### src/rtl/cram_arb_pkg.sv
// Shared definitions for the Cellular RAM port arbiter: client indices,
// FSM state encoding, STAT field positions and the fixed-priority picker.
package cram_arb_pkg;

  localparam int NCLIENT = 3;

  localparam logic [1:0] CL_DISP  = 2'd0;
  localparam logic [1:0] CL_CAPT  = 2'd1;
  localparam logic [1:0] CL_MCS   = 2'd2;
  localparam logic [1:0] SEL_NONE = 2'd3;

  typedef enum logic [1:0] {
    ST_IDLE  = 2'd0,
    ST_GRANT = 2'd1,
    ST_TURN  = 2'd2
  } arb_state_t;

  localparam int STAT_SEL_LSB   = 0;
  localparam int STAT_EN_LSB    = 2;
  localparam int STAT_ERR_BIT   = 5;
  localparam int STAT_ERRID_LSB = 6;

  // Lowest set index wins (display > capture > MCS); SEL_NONE when empty.
  function automatic logic [1:0] lowest_client(input logic [2:0] v);
    logic [1:0] r;
    r = SEL_NONE;
    if (v[2]) r = CL_MCS;
    if (v[1]) r = CL_CAPT;
    if (v[0]) r = CL_DISP;
    return r;
  endfunction

endpackage

### src/rtl/cram_arb_waitcnt.sv
// One client's saturating wait counter and its urgency flag.
import cram_arb_pkg::*;

module cram_arb_waitcnt #(
  parameter int MAXWAIT = 64
) (
  input  logic CLK,
  input  logic RST,
  input  logic elig,
  input  logic granted,
  output logic urgent
);

  logic [7:0] cnt;

  always_ff @(posedge CLK) begin
    if (RST) begin
      cnt <= '0;
    end else if (!elig || granted) begin
      cnt <= '0;
    end else if (cnt != 8'hFF) begin
      cnt <= cnt + 8'd1;
    end
  end

  assign urgent = elig && (cnt >= 8'(MAXWAIT));

endmodule

### src/rtl/cram_arbiter.sv
// Request/grant arbiter for the single Cellular RAM port: one-hot grant,
// encoded pin-mux select, turnaround gaps, starvation promotion, hold watchdog.
import cram_arb_pkg::*;

module cram_arbiter #(
  parameter int TURN     = 2,
  parameter int MAXWAIT  = 64,
  parameter int HOLD_MAX = 1024
) (
  input  logic        CLK,
  input  logic        RST,
  input  logic [2:0]  REQ,
  input  logic [2:0]  LAST,
  output logic [2:0]  GNT,
  output logic [1:0]  SEL,
  output logic        BUSY,
  input  logic        CFG_WE,
  input  logic [3:0]  CFG_DIN,
  output logic [31:0] STAT
);

  localparam logic [15:0] HOLD_LIM = 16'(HOLD_MAX - 1);
  localparam logic [3:0]  TURN_LD  = 4'(TURN - 1);

  // Handshake: a client holds REQ until GNT; the owner keeps GNT until it
  // pulses LAST (or the watchdog revokes); REQ/LAST of non-owners are ignored.

  arb_state_t  state, state_n;
  logic [2:0]  gnt_q, gnt_n;
  logic [1:0]  sel_q, sel_n;
  logic [15:0] hold_q, hold_n;
  logic [3:0]  turn_q, turn_n;
  logic [2:0]  en_q;
  logic        err_q;
  logic [1:0]  err_id_q;

  logic [2:0]  elig, urgent, urg_elig;
  logic [1:0]  pick;
  logic        last_own, wd_fire;

  assign elig = REQ & en_q;

  for (genvar i = 0; i < NCLIENT; i++) begin : g_wait
    cram_arb_waitcnt #(.MAXWAIT(MAXWAIT)) u_wait (
      .CLK     (CLK),
      .RST     (RST),
      .elig    (elig[i]),
      .granted (gnt_q[i]),
      .urgent  (urgent[i])
    );
  end

  always_comb begin
    urg_elig = elig & urgent;
    pick     = (urg_elig != 3'b000) ? lowest_client(urg_elig) : lowest_client(elig);
    last_own = |(LAST & gnt_q);
    wd_fire  = (state == ST_GRANT) && !last_own && (hold_q == HOLD_LIM);

    state_n = state;
    gnt_n   = gnt_q;
    sel_n   = sel_q;
    hold_n  = hold_q;
    turn_n  = turn_q;

    case (state)
      ST_IDLE: begin
        if (elig != 3'b000) begin
          state_n = ST_GRANT;
          gnt_n   = 3'b001 << pick;
          sel_n   = pick;
          hold_n  = '0;
        end
      end
      ST_GRANT: begin
        if (last_own || wd_fire) begin
          state_n = ST_TURN;
          gnt_n   = '0;
          sel_n   = SEL_NONE;
          turn_n  = TURN_LD;
        end else begin
          hold_n = hold_q + 16'd1;
        end
      end
      ST_TURN: begin
        if (turn_q == 4'd0) state_n = ST_IDLE;
        else                turn_n  = turn_q - 4'd1;
      end
      default: begin
        state_n = ST_IDLE;
        gnt_n   = '0;
        sel_n   = SEL_NONE;
      end
    endcase
  end

  always_ff @(posedge CLK) begin
    if (RST) begin
      state  <= ST_IDLE;
      gnt_q  <= '0;
      sel_q  <= SEL_NONE;
      hold_q <= '0;
      turn_q <= '0;
    end else begin
      state  <= state_n;
      gnt_q  <= gnt_n;
      sel_q  <= sel_n;
      hold_q <= hold_n;
      turn_q <= turn_n;
    end
  end

  // A watchdog hit in the same cycle as an error-clear write keeps ERR set.
  always_ff @(posedge CLK) begin
    if (RST) begin
      en_q     <= 3'b111;
      err_q    <= 1'b0;
      err_id_q <= 2'd0;
    end else begin
      if (CFG_WE) en_q <= CFG_DIN[2:0];
      if (wd_fire) begin
        err_q    <= 1'b1;
        err_id_q <= sel_q;
      end else if (CFG_WE && CFG_DIN[3]) begin
        err_q    <= 1'b0;
        err_id_q <= 2'd0;
      end
    end
  end

  always_comb begin
    STAT = '0;
    STAT[STAT_SEL_LSB +: 2]   = sel_q;
    STAT[STAT_EN_LSB +: 3]    = en_q;
    STAT[STAT_ERR_BIT]        = err_q;
    STAT[STAT_ERRID_LSB +: 2] = err_id_q;
  end

  assign GNT  = gnt_q;
  assign SEL  = sel_q;
  assign BUSY = (state != ST_IDLE);

endmodule

### config.mk
export PLATFORM = sky130hd
export DESIGN_NAME = cram_arbiter
export DESIGN_NICKNAME = d
export VERILOG_FILES = /design/src/rtl/cram_arb_pkg.sv /design/src/rtl/cram_arb_waitcnt.sv /design/src/rtl/cram_arbiter.sv
export SDC_FILE = /design/constraint.sdc
export NUM_CORES = 1
export LEC_CHECK = 0
export CORE_UTILIZATION = 53
export DETAILED_ROUTE_END_ITERATION = 12
export PLACE_DENSITY = 0.8
export SLEW_MARGIN = 5
export SYNTH_ARGS = -nofsm -noshare
export SYNTH_HDL_FRONTEND = slang
export SYNTH_SLANG_ARGS = --single-unit
### constraint.sdc
create_clock -name CLK -period 2.3 [get_ports CLK]
set_input_delay 0.69 -clock CLK [delete_from_list [all_inputs] [get_ports CLK]]
set_output_delay 0.69 -clock CLK [all_outputs]
set_load 0.05 [all_outputs]
==> results_dict.tcl, run 1 <==
set metrics [dict create \
    insertion_delay_ns 0.34 \
    cts_tree "yes" \
    dp.cells 457 \
    vias 2648 \
    tightest_slew_ns 0.510 \
    finalNetCount 416 \
    cp-start-kind "flip-flop" \
    place_area_um2 3250 \
    synth_ff_type "dfxtp_1" \
    antenna_found_initial 0 \
    met1_usage_pct 25.8 \
    crit_chain "clkdlybuf4s50_1" \
    ys_warn_count 0 \
    synth_area_leaders "dfxtp_1, buf_4, nor2_1, nand2_1, a21oi_1" \
    syn_area_um2 2940 \
    dp_hpwl_um 4440 \
    grt-ovfl-total 0 \
    start_util_pct 56.1 \
    fmax_mhz 444 \
    ys_ff_latch 57 \
    pre_cts_ws_ns -0.104 \
    required_ns 1.61 \
    use_met2_pct 42.5 \
    drive_above_1_share_pct 10.4 \
    finClkSkew_ns 0.00756 \
    avgSynthCellArea_um2 8.19 \
    worst_path_largest_cell_delay_ns 0.83 \
    grt_setup_unrepaired "false" \
    detail_route.first_pass.iterations 4 \
    synthArstFlopShare_pct 0 \
    crit_path_end_kind "output port" \
    antenna_left 0 \
    final_design_area_no_fill_um2 3510 \
    clk_pin_slew_ns 0.07 \
    io_pins 51 \
    synthDominantCellAreaShare_pct 38.8 \
    cts_buffer_depth 2 \
    wl_per_cell_um 13.3 \
    holdPathStages 2 \
    cts_buffers 9 \
    status "completed" \
    fin_ws_ns 0.0454 \
    cp_slowest_cell "clkdlybuf4s50_1" \
    min_period_ns 2.25 \
    hold_ws_ns 0.486 \
    worstRegToRegCells 7 \
    final_cell_count_no_fill 473 \
    seq_area_frac_synth_pct 38.8 \
    hp-class "reg -> reg" \
    ir_drop_uv 508 \
    grtUsageTotal_pct 23.2 \
    die_h_um 76.5 \
    maxSlewHeadroom_pct 65.9 \
    grt_pass1_vias 2547 \
    synth_top_cell_by_area "dfxtp_1" \
    regToRegStartpoint "hold_q[0]" \
    crit_buf_inv 1 \
    grt-busiest-layer "met2" \
    pwr_density_cell_nw_per_um2 750 \
    grt_pass1_wl_um 11000 \
    r2r_end "err_id_q[1]" \
    n_antenna_cell 0 \
    worstPathMaxFanout 5 \
    crit_arrival_ns 1.56 \
    finalSetupViolations 0 \
    htree_levels 3 \
    cts-root-buf "clkbuf_8" \
    finalCritPeriodShare_pct 98.0 \
    core_area_um2 5240 \
    cap_violations 0 \
    met3_usage_pct 5.63 \
    remaining_drc_errors 0 \
    drt-initial-drc-count 169 \
    clock-sinks 57 \
    hold-path-endpoint "hold_q[1]" \
    fillerInstances 445 \
    die_area_um2 5850 \
    reg2reg_slack_ns 0.30 \
    vias_per_cell 5.60 \
    ctsHoldBuffers 0 \
    num_rows 26 \
    totalWireLength_um 6300 \
    place.gp.congestion 0.808 \
    path_delay_family "buffers and inverters" \
    postSynthCellCount 359 \
    drv_slew 0 \
    hold_viol_final 0 \
    power_leakage_nw 1.41 \
    grt_max_degree 30 \
    synth_edf_count 0 \
    io_buffers 26 \
    syn_to_final_growth_pct 19.2 \
    die_width_um 76.5 \
    worstSetupPathType "reg -> out" \
    ys_types 53 \
    hold_start "hold_q[1]" \
]
==> worst reg2reg max path: cells and delay by family, from the launching register on <==
kind / cells / cell delay [ns]
AND/OR/NAND/NOR: 4 / 1.01
AO/OA/AOI/OAI: 1 / 0.15
adder cells (fa/ha/maj): 1 / 0.23
buffers and inverters: 1 / 0.17
flip-flops: 1 / 0.38
==> cell families after synthesis <==
group / after synthesis / share of synthesized area, %
buffers and inverters: 50 / 10.7
DFF: 57 / 38.8
muxes: 4 / 1.36
adders and majority gates: 5 / 2.13
and+or+nand+nor: 151 / 26.0
other: 1 / 0.128
AOI/OAI and AO/OA: 83 / 18.5
xor gates and xnor gates: 8 / 2.38
==> registers in the layout, summed over array words and instances, names as in the netlist <==
register / cells
en_q: 3
GNT: 3
turn_q: 4
g_wait.u_wait.cnt: 24
state: 2
err_q: 1
hold_q: 16
err_id_q: 2
SEL: 2
==> through the flow <==
| stage | total power (W) | setup TNS, ns | utilization, % |
|---|---|---|---|
| 3_5_place_dp | 0.00149 | -1.24 | 62.1 |
| 6_report | 0.00263 | 0 | 66.9 |
| 4_1_cts | 0.00264 | 0 | 66.7 |
| 5_1_grt | 0.00272 | 0 | 66.9 |
| 2_1_floorplan | 0.00140 | 0 | - |
| 3_3_place_gp | 0.00149 | -0.436 | 62.1 |
==> where the power goes <==
group	switching (W)	leakage (nW)	internal, W	total (W)
combinational	0.000289	0.824	0.000138	0.000426
clock	0.000409	0.120	0.000748	0.00116
sequential	0.0000315	0.462	0.00101	0.00105
total	0.000729	1.41	0.00190	0.00263
==> synthesized netlist by cell type, drive strengths merged, types with 5 or more instances <==
cell    count
nand3      16
xor2        5
or3         6
a21oi      18
buf        35
clkbuf      5
dfxtp      57
nand2      28
nor2       44
and3        6
inv        10
o21ai      23
nor2b       8
a211oi      5
a31oi       5
o31ai      11
nor3       10
ha          5
nand4      10
==> per-layer routing <==
layer,up-vias,wire length (µm)
li1,1321,-
met1,1263,2880
met2,53,3100
met3,11,226
met4,0,99
met5,-,0
==> cell usage in the layout, fill, tap and decap left out, drive strengths merged, types with 5 or more instances in the layout <==
cell           count
nor3              10
a211oi             5
nor2              44
clkbuf            11
nor2b              8
buf               20
ha                 5
o31ai             11
conb              24
or3                6
and3               6
inv               10
a31oi              5
o21ai             23
nand4             10
nand2             28
xor2               5
dlymetal6s2s       5
a21oi             18
dfxtp             57
nand3             16
clkdlybuf4s50     19
==> worst max-delay path by stage <==
stage,start,endpoint,cells after the start
6_report,en_q[1],STAT[3],1
5_1_grt,SEL[0],STAT[0],1
4_1_cts,GNT[2],GNT[2],1
3_5_place_dp,LAST[0],hold_q[11],7
3_3_place_gp,LAST[0],err_id_q[1],7
2_1_floorplan,LAST[0],hold_q[10],6
==> cell type report <==
type,instances,area (µm²),area share [%]
Clock buffer,11,141,4.03
Clock inverter,5,103,2.93
Inverter,10,37.5,1.07
Timing Repair Buffer,45,424,12.1
Multi-Input combinational cell,275,1570,44.8
Sequential cell,57,1140,32.5
Tap cell,70,87.6,2.50
==> what timing repair did <==
item | 4_1_cts | 5_1_grt
resized for setup | 1 | 5
buffers inserted | 0 | 0
cloned | 0 | 0
setup endpoints to repair | 1 | 5
(Power assumes the default switching activity.)
==> run 2, diff against run 1 <==
--- a/config.mk
+++ b/config.mk
@@ -12,3 +12,4 @@
 export SYNTH_ARGS = -nofsm -noshare
 export SYNTH_HDL_FRONTEND = slang
 export SYNTH_SLANG_ARGS = --single-unit
+export TNS_END_PERCENT = 1
==> results of run 2 <==
Final layout, timing and power as in run 1 (identical DEF).
==> run 3, diff against run 2 <==
--- a/config.mk
+++ b/config.mk
@@ -7,6 +7,7 @@
 export LEC_CHECK = 0
 export CORE_UTILIZATION = 53
 export DETAILED_ROUTE_END_ITERATION = 12
+export GPL_TIMING_DRIVEN = 0
 export PLACE_DENSITY = 0.8
 export SLEW_MARGIN = 5
 export SYNTH_ARGS = -nofsm -noshare
==> run 3 against run 2 <==
Hold slack worse by 0.020 ns. Worst setup slack worse by 0.0065 ns. Via count is 0.38% lower. Sequential share of layout area is 0.94 points lower. Global-route usage is 0.57 points higher. Final area is 3.0% higher. Critical path depth is 6 higher. Register-to-register slack worse by 0.15 ns. Core utilization is 2.0 points higher. Clock power is 20% lower. Wire length is 0.56% higher. First-iteration DRC count is 5.9% lower. Highest routed layer unchanged.
==> results_dict.tcl, run 3 (synthesis results as in run 1) <==
set metrics [dict create \
    worst_path_largest_cell_delay_ns 0.51 \
    setup_tns_ns 0 \
    n_antenna_cell 0 \
    cts_buffer_depth 2 \
    p_seq_share_pct 42.9 \
    fin_ws_ns 0.0389 \
    drt-initial-drc-count 159 \
    worstPathMaxFanout 10 \
    reg_top3 "g_wait.u_wait.cnt x24, hold_q x16, turn_q x4" \
    cts_buffers 9 \
    hold_viol_final 0 \
    htree_levels 3 \
    tightest_slew_ns 0.551 \
    fmax_mhz 442 \
    crit_chain "clkdlybuf4s50_1 -> clkbuf_1 -> nand2b_1 -> buf_1 -> a31oi_1 -> o21ai_0 -> o31ai_1" \
    multi_input_area_um2 1580 \
    remaining_drc_errors 0 \
    regToRegStartpoint "hold_q[0]" \
    clockPowerShare_pct 38.1 \
    p_total_w 0.00244 \
    hold_start "turn_q[0]" \
    detail_route.first_pass.iterations 4 \
    io_buffers 26 \
    top_register "g_wait.u_wait.cnt" \
    finalSetupViolations 0 \
    hp-class "reg -> reg" \
    clock-sinks 57 \
    die_h_um 76.5 \
    start_util_pct 56.1 \
    cp_slowest_cell "clkdlybuf4s50_1" \
    required_ns 2.52 \
    internal-power_w 0.00173 \
    finalCritPeriodShare_pct 98.3 \
    wl_per_cell_um 12.7 \
    cap_violations 0 \
    fillerInstances 432 \
    grt_pass1_vias 2368 \
    layout_common_cells "dfxtp_1, nor2_1, buf_4, nand2_1, conb_1" \
    ir_drop_uv 488 \
    hold_ws_ns 0.466 \
    cts_tree "yes" \
    die_area_um2 5850 \
    num_rows 26 \
    crit_arrival_ns 2.48 \
    vias 2638 \
    min_period_ns 2.26 \
    vias_per_cell 5.29 \
    finalNetCount 443 \
    io_pins 51 \
    clk_pin_slew_ns 0.06 \
    place.gp.congestion 0.842 \
    final_common_cell "dfxtp_1" \
    largest_reg_flops 24 \
    grtUsageTotal_pct 23.8 \
    core_area_um2 5240 \
    finClkSkew_ns 0.00513 \
    dp.cells 478 \
    grt_max_degree 11 \
    pwr_density_cell_nw_per_um2 675 \
    insertion_delay_ns 0.34 \
    power_frac_comb_pct 19.0 \
    crit_buf_inv 3 \
    maxSlewHeadroom_pct 63.1 \
    antenna_found_initial 0 \
    totalWireLength_um 6330 \
    grt-ovfl-total 0 \
    drive_above_1_share_pct 16.1 \
    drv_slew 0 \
    pre_cts_ws_ns -0.555 \
    reg2reg_slack_ns 0.15 \
    cp-start-kind "primary input" \
    grt_pass1_wl_um 11000 \
    power_leakage_nw 1.47 \
    die_width_um 76.5 \
    dp_hpwl_um 4520 \
    path_delay_family "buffers and inverters" \
    syn_to_final_growth_pct 22.8 \
    ff_latch_area_um2 1140 \
    crit_path_end_kind "flip-flop" \
    power_switching_w 0.000708 \
    netSwitchingFraction_pct 29.0 \
    status "completed" \
    cts-root-buf "clkbuf_8" \
    final_cell_count_no_fill 499 \
    cp-startpoint "RST" \
    worstSetupPathType "in -> reg" \
    antenna_left 0 \
]
-- run 3: path summary, 6_finish.rpt --
path                      to  cells past startpoint
setup / recovery  hold_q[12]                      7
hold / removal     turn_q[0]                      2
setup reg to reg   turn_q[2]                      7
hold reg to reg    turn_q[0]                      2
-- run 3: worst min-delay path: stages (launching register included) --
cell	delay [ns]
dfxtp_1	0.32
nand2_1	0.05
a21oi_1	0.05
-- run 3: final cells by class --
type / count / share of cell area [%]
Clock inverter: 3 / 1.11
Sequential cell: 57 / 31.6
Inverter: 10 / 1.04
Clock buffer: 12 / 4.30
Buffer: 40 / 7.73
Tap cell: 70 / 2.43
Timing Repair Buffer: 32 / 8.04
Multi-Input combinational cell: 275 / 43.7
-- run 3: metrics by stage --
step | area [µm²] | util [%]
global route | 3610 | 68.9
finish | 3610 | 68.9
floorplan | 3030 | -
CTS | 3560 | 68.0
detailed placement | 3370 | 64.4
global placement | 3370 | 64.4
-- run 3: layer usage --
layer  track usage [%]  up-vias  share of wire, %
met5                 0        -                 0
met4              8.46        0               1.3
met3              8.74        9               5.1
met2              37.7       61                48
met1              29.6     1199                46
li1                  -     1369                 -
-- run 3: timing repair --
item | 4_1_cts | 5_1_grt
hold buffers | 0 | 0
setup endpoints to repair | 31 | 33
pin swaps | 1 | 3
gates resized for setup | 10 | 5
setup buffers | 0 | 6
-- run 3: power groups by stage --
stage	sequential [W]	combinational, W	clock (W)
after floorplan	0.00109	0.000314	0
after global placement	0.00107	0.000440	0
after detailed placement	0.00107	0.000443	0
after CTS	0.00105	0.000440	0.000948
after global routing	0.00105	0.000494	0.000992
final	0.00105	0.000462	0.000929
